$ cat src/rtl/control_unit_mc2.sv
// control_unit_mc2: multicycle RV32I(+M) control FSM with memory wait timeout, traps and retired-instruction counter
// Ports: i_clk/i_rst_n (async active-low reset); i_opcode/i_funct3/i_funct7 instruction fields;
//   i_zero/i_less_than/i_signed_less_than ALU flags; i_mem_ready, i_md_done, i_trap_ack handshakes;
//   o_pc_write/o_reg_write/o_mem_write/o_ir_write enables; o_mem_req/o_adr_src memory control;
//   o_alu_src_a/o_alu_src_b/o_result_src/o_alu_control/o_imm_src datapath selects;
//   o_md_start pulse; o_trap/o_trap_cause trap status; o_retired_count instruction counter.
module control_unit_mc2 #(
  parameter bit ENABLE_MULDIV = 1'b1,
  parameter int MEM_TIMEOUT   = 16,
  parameter int CNT_W         = 32
) (
  input  logic             i_clk,
  input  logic             i_rst_n,
  input  logic [6:0]       i_opcode,
  input  logic [2:0]       i_funct3,
  input  logic [6:0]       i_funct7,
  input  logic             i_zero,
  input  logic             i_less_than,
  input  logic             i_signed_less_than,
  input  logic             i_mem_ready,
  input  logic             i_md_done,
  input  logic             i_trap_ack,
  output logic             o_pc_write,
  output logic             o_reg_write,
  output logic             o_mem_write,
  output logic             o_ir_write,
  output logic             o_mem_req,
  output logic             o_adr_src,
  output logic [1:0]       o_alu_src_a,
  output logic [1:0]       o_alu_src_b,
  output logic [1:0]       o_result_src,
  output logic [3:0]       o_alu_control,
  output logic [2:0]       o_imm_src,
  output logic             o_md_start,
  output logic             o_trap,
  output logic [1:0]       o_trap_cause,
  output logic [CNT_W-1:0] o_retired_count
);
  typedef enum logic [3:0] {
    S_FETCH, S_DECODE, S_MEM_ADR, S_MEM_READ, S_MEM_WB, S_MEM_WRITE, S_EXEC_R, S_EXEC_I,
    S_MULDIV, S_ALU_WB, S_JAL, S_JALR, S_BRANCH, S_LUI, S_AUIPC, S_TRAP
  } state_t;
  state_t           r_state, w_next;
  logic [7:0]       r_wait;
  logic [1:0]       r_cause;
  logic             r_from_md;
  logic [CNT_W-1:0] r_retired;
  logic             w_timeout, w_take, w_f3_bad;
  logic [3:0]       w_alu_op;
  // last allowed wait cycle without mem_ready; a ready in that same cycle still completes
  assign w_timeout = r_wait == 8'(MEM_TIMEOUT - 1) && !i_mem_ready;
  // funct3[2] picks lt/slt compare vs equality, funct3[0] inverts the condition
  assign w_take = i_funct3[2] ? ((i_funct3[1] ? i_less_than : i_signed_less_than) ^ i_funct3[0])
                              : (!i_funct3[1] && (i_zero ^ i_funct3[0]));
  assign w_f3_bad = i_funct3[2:1] == 2'b01;
  assign w_alu_op = i_funct3 == 3'b000 ? ((r_state == S_EXEC_R && i_funct7[5]) ? 4'b0001 : 4'b0000)
                  : i_funct3 == 3'b001 ? 4'b1000
                  : i_funct3 == 3'b010 ? 4'b0101
                  : i_funct3 == 3'b011 ? 4'b1001
                  : i_funct3 == 3'b100 ? 4'b0100
                  : i_funct3 == 3'b101 ? (i_funct7[5] ? 4'b0111 : 4'b0110)
                  : i_funct3 == 3'b110 ? 4'b0011 : 4'b0010;
  always_comb begin
    w_next = r_state;
    case (r_state)
      S_FETCH:     w_next = i_mem_ready ? S_DECODE : w_timeout ? S_TRAP : S_FETCH;
      S_DECODE:    w_next = (i_opcode == 7'b0000011 || i_opcode == 7'b0100011) ? S_MEM_ADR
                          : i_opcode == 7'b0110011 ? (i_funct7 != 7'b0000001 ? S_EXEC_R
                                                     : ENABLE_MULDIV ? S_MULDIV : S_TRAP)
                          : i_opcode == 7'b0010011 ? S_EXEC_I
                          : i_opcode == 7'b1101111 ? S_JAL
                          : i_opcode == 7'b1100111 ? S_JALR
                          : i_opcode == 7'b1100011 ? S_BRANCH
                          : i_opcode == 7'b0110111 ? S_LUI
                          : i_opcode == 7'b0010111 ? S_AUIPC : S_TRAP;
      S_MEM_ADR:   w_next = i_opcode[5] ? S_MEM_WRITE : S_MEM_READ;
      S_MEM_READ:  w_next = i_mem_ready ? S_MEM_WB : w_timeout ? S_TRAP : S_MEM_READ;
      S_MEM_WRITE: w_next = i_mem_ready ? S_FETCH : w_timeout ? S_TRAP : S_MEM_WRITE;
      S_MULDIV:    w_next = i_md_done ? S_ALU_WB : S_MULDIV;
      S_BRANCH:    w_next = w_f3_bad ? S_TRAP : S_FETCH;
      S_TRAP:      w_next = i_trap_ack ? S_FETCH : S_TRAP;
      S_MEM_WB, S_ALU_WB: w_next = S_FETCH;
      default:     w_next = S_ALU_WB;
    endcase
  end
  always_ff @(posedge i_clk or negedge i_rst_n) begin
    if (!i_rst_n) begin
      r_state   <= S_FETCH;
      r_wait    <= '0;
      r_cause   <= 2'b00;
      r_from_md <= 1'b0;
      r_retired <= '0;
    end else begin
      r_state   <= w_next;
      r_wait    <= w_next != r_state ? '0 : r_wait + 8'(~&r_wait);
      r_from_md <= r_state == S_MULDIV;
      r_cause   <= w_next != S_TRAP ? 2'b00
                 : r_state != S_TRAP ? ((r_state == S_DECODE || r_state == S_BRANCH) ? 2'b01 : 2'b10)
                 : r_cause;
      if (w_next == S_FETCH && r_state != S_FETCH && r_state != S_TRAP)
        r_retired <= r_retired + CNT_W'(1);
    end
  end
  // outputs are decoded from the state (plus the Mealy handshakes) and forced low during reset
  always_comb begin
    o_pc_write    = 1'b0;
    o_reg_write   = 1'b0;
    o_mem_write   = 1'b0;
    o_ir_write    = 1'b0;
    o_mem_req     = 1'b0;
    o_adr_src     = 1'b0;
    o_alu_src_a   = 2'b00;
    o_alu_src_b   = 2'b00;
    o_result_src  = 2'b00;
    o_alu_control = 4'b0000;
    o_imm_src     = 3'b000;
    o_md_start    = 1'b0;
    o_trap        = 1'b0;
    if (i_rst_n) begin
      o_imm_src = i_opcode == 7'b0100011 ? 3'b001
                : i_opcode == 7'b1100011 ? 3'b010
                : i_opcode == 7'b1101111 ? 3'b011
                : (i_opcode == 7'b0110111 || i_opcode == 7'b0010111) ? 3'b100 : 3'b000;
      case (r_state)
        S_FETCH: begin
          o_mem_req    = 1'b1;
          o_alu_src_a  = 2'b01;
          o_alu_src_b  = 2'b10;
          o_result_src = 2'b10;
          o_ir_write   = i_mem_ready;
          o_pc_write   = i_mem_ready;
        end
        S_DECODE: begin
          o_alu_src_a = 2'b01;
          o_alu_src_b = 2'b01;
        end
        S_MEM_ADR: begin
          o_alu_src_a = 2'b10;
          o_alu_src_b = 2'b01;
        end
        S_MEM_READ: begin
          o_mem_req = 1'b1;
          o_adr_src = 1'b1;
        end
        S_MEM_WRITE: begin
          o_mem_req   = 1'b1;
          o_adr_src   = 1'b1;
          o_mem_write = 1'b1;
        end
        S_MEM_WB: begin
          o_result_src = 2'b01;
          o_reg_write  = 1'b1;
        end
        S_EXEC_R: begin
          o_alu_src_a   = 2'b10;
          o_alu_control = w_alu_op;
        end
        S_EXEC_I: begin
          o_alu_src_a   = 2'b10;
          o_alu_src_b   = 2'b01;
          o_alu_control = w_alu_op;
        end
        S_MULDIV: begin
          o_alu_src_a = 2'b10;
          o_md_start  = r_wait == 8'd0;
        end
        S_ALU_WB: begin
          o_result_src = r_from_md ? 2'b11 : 2'b00;
          o_reg_write  = 1'b1;
        end
        // target PC+imm already sits in the ALU output register; ALU forms old PC+4 for rd
        S_JAL: begin
          o_alu_src_b = 2'b10;
          o_pc_write  = 1'b1;
        end
        S_JALR: begin
          o_alu_src_a  = 2'b10;
          o_alu_src_b  = 2'b01;
          o_result_src = 2'b10;
          o_pc_write   = 1'b1;
        end
        S_BRANCH: begin
          o_alu_src_a   = 2'b10;
          o_alu_control = 4'b0001;
          o_pc_write    = w_take && !w_f3_bad;
        end
        S_LUI: begin
          o_alu_src_a = 2'b11;
          o_alu_src_b = 2'b01;
        end
        S_AUIPC: o_alu_src_b = 2'b01;
        S_TRAP:  o_trap      = 1'b1;
        default: ;
      endcase
    end
  end
  assign o_trap_cause    = r_cause;
  assign o_retired_count = r_retired;
endmodule

$ cat config.mk
export PLATFORM = sky130hd
export DESIGN_NAME = control_unit_mc2
export DESIGN_NICKNAME = d
export VERILOG_FILES = /design/src/rtl/control_unit_mc2.sv
export SDC_FILE = /design/constraint.sdc
export NUM_CORES = 1
export LEC_CHECK = 0
export ABC_AREA = 1
export CORE_UTILIZATION = 40
export DETAILED_ROUTE_END_ITERATION = 10
export PLACE_DENSITY = 0.75
export SLEW_MARGIN = 10
export SYNTH_ARGS = -nofsm -noshare
export SYNTH_HDL_FRONTEND = slang
export SYNTH_SLANG_ARGS = --single-unit
$ cat constraint.sdc
create_clock -name i_clk -period 2.3 [get_ports i_clk]
set_clock_uncertainty 0.15 [all_clocks]
set_input_delay 0.23 -clock i_clk [delete_from_list [all_inputs] [get_ports i_clk]]
set_output_delay 0.23 -clock i_clk [all_outputs]
set_load 0.01 [all_outputs]
; ---- Yosys cells after proc, flatten, opt, wreduce, memory -nomap -nowiden
; Index checks and enable logic that the tools add are counted.
[word_totals]
ff_bits = 47
elab_cells = 140
[classes]
n_addsub = 2
n_eq_ne = 36
mux = 65
bitwise = 2
n_reduce_logical = 30
[op_table]
columns = cell, count
row1 = two-way mux 4 bit, 17
row2 = case mux 4 bit (9 select lines), 1
row3 = "adder 32 x 1 -> 32 bit, second input constant", 1
row4 = "== test 4 bit, second input constant", 8
row5 = two-way mux 3 bit, 10
row6 = two-way mux 1 bit, 22
row7 = "== test 7 x 6 -> 1 bit, second input constant", 3
row8 = "== test 7 bit, second input constant", 3
row9 = two-way mux 2 bit, 9
row10 = "== test 4 x 3 -> 1 bit, second input constant", 4
row11 = "== test 7 x 5 -> 1 bit, second input constant", 2
row12 = OR reduction 2 bit, 7
row13 = case mux 2 bit (3 select lines), 2
row14 = OR reduction 6 bit, 2
row15 = "== test 3 bit, second input constant", 3
row16 = adder 8 x 1 -> 8 bit, 1
row17 = "== test 4 x 2 -> 1 bit, second input constant", 2
row18 = "== test 8 x 4 -> 1 bit, second input constant", 1
row19 = logical NOT 4 bit, 2
row20 = logical NOT 8 bit, 1
row21 = two-way mux 8 bit, 1
row22 = "!= test 4 bit, second input constant", 2
row23 = case mux 4 bit (2 select lines), 1
row24 = AND reduction 8 bit, 1
row25 = 17 further kinds, 29

; ---- Depth between registers and ports, before layout
[depth]
depth_word = 13
mapped_depth = 16

; ---- Least setup slack after synthesis
; Ideal clock, no wire load.
[synth_timing]
kind = reg-to-reg
from = reg r_state[3]
to = reg r_retired[3], in the netlist o_retired_count[3]
setup_ns = 0.116
arrival_time_ns = 1.672
slack_ns = 0.362
path_stages_with_launch = 15
synth_period_minus_slack_ns = 1.938
path_cell_list = dfrtp_1 > inv_2 > nand2_4 > nand3_1 > nand2_1 > clkinv_1 > nand2_2 > nor2_2 > nand3_4 > nor2_2 > nand3_2 > buf_6 > buf_6 > nand2_1 > nand2_1
[synth_between]
elab_chain_len = 6
word_cells_on_any_way = 17
classes_between = eq/ne (10) / mux (1) / reduce/logical (6)
[synth_rtl]
columns = item, line_no
row1 = "start, declared", 43  ; state_t r_state, w_next;
row2 = "start signal, assigned", 94  ; r_state <= w_next;
row3 = == test 4 bit / == test 4 x 3 -> 1 bit (equally long branches), 65  ; case (r_state)
row4 = OR reduction 2 bit (no source line), -
row5 = case mux 4 bit (9 select lines) *, 65
row6 = via w_next[3], 43
row7 = logical NOT 4 bit *, 100  ; if (w_next == S_FETCH && r_state != S_FETCH && r_state != S_TRAP)
row8 = logical AND 1 bit * (2 in series), 100
row9 = "end signal, assigned", 101  ; r_retired <= r_retired + CNT_W'(1);
row10 = "end, declared", 47  ; logic [CNT_W-1:0] r_retired;
; The timed path passes the listed nets; every way through them passes the cells marked *.
; A chain may end at the register's enable or synchronous reset.

; ---- Worst setup path after layout
[layout_timing]
from = reg r_state[2]
to = reg r_retired[25], in the netlist o_retired_count[25]
; The elaborated chain is that of the path after synthesis.

==> impl_summary.txt <==
----------------------------------------------------
[Status]
  Outcome ... complete, no violations

[Critical path]
  R2R cell count ... 14
  Critical path, cell by cell ... buf_12, nand2_8, nor2_2, nand2_1, nand2_2, inv_2, nand2_4, nor2_4, nand3_4, nor2_4, nand3_4, clkbuf_16, nand2_1, nand2_1
  Critical path's largest stage delay ... 0.46 ns
  Crit Path Class ... reg2reg
  Critical Path Slowest Stage Cell ... dfrtp_2
  Data arrival, critical path ... 2.28 ns
  R2r endpoint ... o_retired_count[25]
  Critical Path Most Common Cell ... nand2_1
  Kind of start point of the critical path ... register
  R2r startpoint ... r_state[2]
  Required time of the critical path ... 2.34 ns
  Worst Setup End Kind ... register
  Crit path max fanout ... 9
  Reg2reg setup slack ... 0.05 ns

[Timing]
  Pins over their slew limit ... 0
  Fin crit share ... 97.7%
  Worst relative slew slack ... 58.7%
  Setup violators final ... 0
  Peak Freq ... 445 MHz
  Slew @ Worst Pin ... 0.614 ns
  Final Hold Vio Count ... 0
  Final critical delay including setup and external delays ... 2.25 ns
  Setup TNS ... 0 ns

[Power]
  Worst ir drop on vdd ... 0.629 mV
  Tot Pwr ... 4.90 mW
  Power per Cell Area ... 959 nW/um2
  Leakage component of the power ... 2.50 nW

[Route]
  Number of DRC markers after the initial detailed-route iteration ... 192
  Detail-routed net length per standard cell ... 14.4 um
  Post-detailed-routing wire length ... 11,100 um
  Remaining design rule violation count ... 0
  Number of iterations in the first detailed-routing pass ... 5
  Detail Route Antenna Nets ... 0
  DR vias/cell ... 5.12
  Vias ... 3,966

[Place]
  Routability Congestion ... 0.938
  Detailed-placement wirelength estimate ... 8060 um
  Post-placement cell count ... 751
  Port Buf Inserts ... 79

[Synth]
  Synthesized instance count ... 544
  Sequential cell area fraction in the yosys report ... 32.6%
  Top cell type's share of synthesized area ... 32.6%
  Avg Inst Size Synth ... 6.63 um2
  Number of library cell types mapped by synthesis ... 34
  Largest cells by area after synthesis ... dfrtp_1 (33%), nand2_1 (19%), nor2_1 (8.1%), inv_1 (5.1%), xor2_1 (5.1%)
  Count of state elements after synthesis ... 47
  Predominant post-synthesis flop cell ... dfrtp_1
  Dominant cell type by area after synthesis ... dfrtp_1
  Synthesized netlist net count ... 572
  Warning count from the yosys run ... 0
  Post-synth ARST share ... 100%
  Count of flip-flops with a built-in enable after synthesis ... 0
  Area of the mapped netlist ... 3610 um2

[Layout]
  Most common library cell in the layout ignoring fill and taps ... nand2_1
  Area used by multi-input combinational logic ... 2230 um2
  Number of nets in the final layout ... 694
  Non-filler instance count after layout ... 775
  Fraction of layout instances using a drive strength above 1 ... 17.1%
  Synthesis-to-layout area growth ... 41.4%
  Seq. cell area ... 1180 um2
  Top library cells by usage in the layout, fill and taps aside ... nand2_1 (182), nor2_1 (72), clkdlybuf4s50_1 (59)
  Number of fill cells ... 802
  Antenna diode count ... 0

[CTS]
  Maximum clock path buffer count ... 2
  Root buffer cell ... clkbuf_8
  Clock edge transition at the registers on the reported setup and hold paths ... 0.09 ns
  Count of clock tree sinks ... 47
  TritonCTS buffer count ... 5
  Insertion delay of the later-clocked pin in the worst-skew pair ... 0.30 ns
  H-Tree Depth ... 2
  Clock tree from TritonCTS ... built

[Die]
  Chip height ... 97.0 um
  Initial Utilization ... 41.4%
  Top Ports ... 80
  Std-Cell Core Area ... 8720 um2
  Cell row count ... 34
  X dimension of the die ... 97.0 um
  Die footprint ... 9410 um2

[GRT]
  Via count of the first global-routing pass ... 3,731
  Number of antenna violations at the first check in global routing ... 0
  GRT Util Overall ... 22.2%
  First-pass GRT wire length ... 17,300 um
  Maximum number of pins on one net before global-route repair ... 26
  Remaining Overflow, GRT ... 0

[Worst hold path]
  Path class of the lowest-slack min-delay path ... in2async

[Run]
  Max-capacitance violation count ... 0

----------------------------------------------------
==> sequential cells by signal, summed over array words and instances, names as in the netlist <==
register	count
r_from_md	1
r_state	4
r_wait	8
o_retired_count	32
o_trap_cause	2
==> logic make-up after synthesis <==
family	share of synthesized area, %
AOI/OAI and AO/OA	5.03
adders and majority gates	1.04
xor gates and xnor gates	9.22
and+or+nand+nor	43.5
buffers and inverters	8.60
DFF	32.6
==> metrics by stage <==
stage	setup slack [ns]	utilization, %	hold WS, ns	cell area (um2)
2_1_floorplan	0.362	-	-0.216	3610
3_3_place_gp	0.0269	53.8	-0.0428	4690
3_5_place_dp	-0.0449	53.8	-0.0442	4690
4_1_cts	-0.00342	55.7	0.351	4860
5_1_grt	-0.0702	58.5	0.367	5100
6_report	0.0535	58.5	0.340	5100
==> synthesized netlist by cell type, types with 2 or more instances <==
cell / n
nor2_4: 5
a31oi_1: 2
nand2_1: 187
dfrtp_1: 47
inv_2: 10
nand3_2: 3
nor3_1: 13
xor2_1: 21
a21oi_1: 12
o21ai_0: 3
o22ai_1: 2
nand4_1: 11
ha_1: 3
nor4_1: 7
nand3_1: 35
inv_1: 49
o21ai_2: 4
nand2_2: 7
buf_4: 2
nor2_2: 8
buf_6: 5
a211oi_1: 2
clkinv_1: 2
xnor2_1: 17
nor2_1: 78
==> worst max-delay path: cells and delay by family (launching register included) <==
family	cells	cell delay, ns
simple gates	11	1.04
buf+inv	3	0.47
flops	1	0.46
==> per-layer routing <==
layer  track usage, %  share of wire [%]  vias to the layer above
met3             2.96                5.7                       19
met4             5.74                1.6                        0
met1             29.4                 44                     1823
li1                 -                  -                     1959
met2             38.1                 49                      165
met5                0                  0                        -
==> timing repair <==
| action | CTS | global route |
|---|---|---|
| buffers inserted | 7 | 5 |
| gates resized for setup | 23 | 50 |
| pin swaps | 2 | 13 |
| hold buffers | 1 | 0 |
| endpoints found under the setup margin | 16 | 46 |
| endpoints found under the hold margin | 47 | 0 |
| cloned | 0 | 3 |
==> worst max-delay path by stage <==
| stage | from | end | slack (ns) | depth (start not counted) |
|---|---|---|---|---|
| 6_report | r_state[2] | o_retired_count[25] | 0.05 | 14 |
| 3_3_place_gp | i_funct3[1] | o_pc_write | 0.03 | 9 |
| 3_5_place_dp | i_funct3[1] | o_pc_write | -0.04 | 9 |
| 5_1_grt | r_state[0] | o_retired_count[25] | -0.07 | 15 |
| 4_1_cts | r_state[3] | o_mem_write | -0.003 | 6 |
| 2_1_floorplan | r_state[3] | o_retired_count[3] | 0.36 | 14 |
==> where the power goes <==
part,switching (mW),total (mW),internal [mW]
logic,1.82,3.35,1.54
registers,0.123,1.05,0.926
clock network,0.279,0.493,0.214
==> cell type report <==
cell class	count	share of cell area (%)
Clock buffer	7	1.50
Clock inverter	1	0.0981
Inverter	62	4.95
Multi-Input combinational cell	427	43.6
Sequential cell	47	23.1
Tap cell	108	2.65
Timing Repair Buffer	123	24.0
Power figures use the tool's default switching activity.
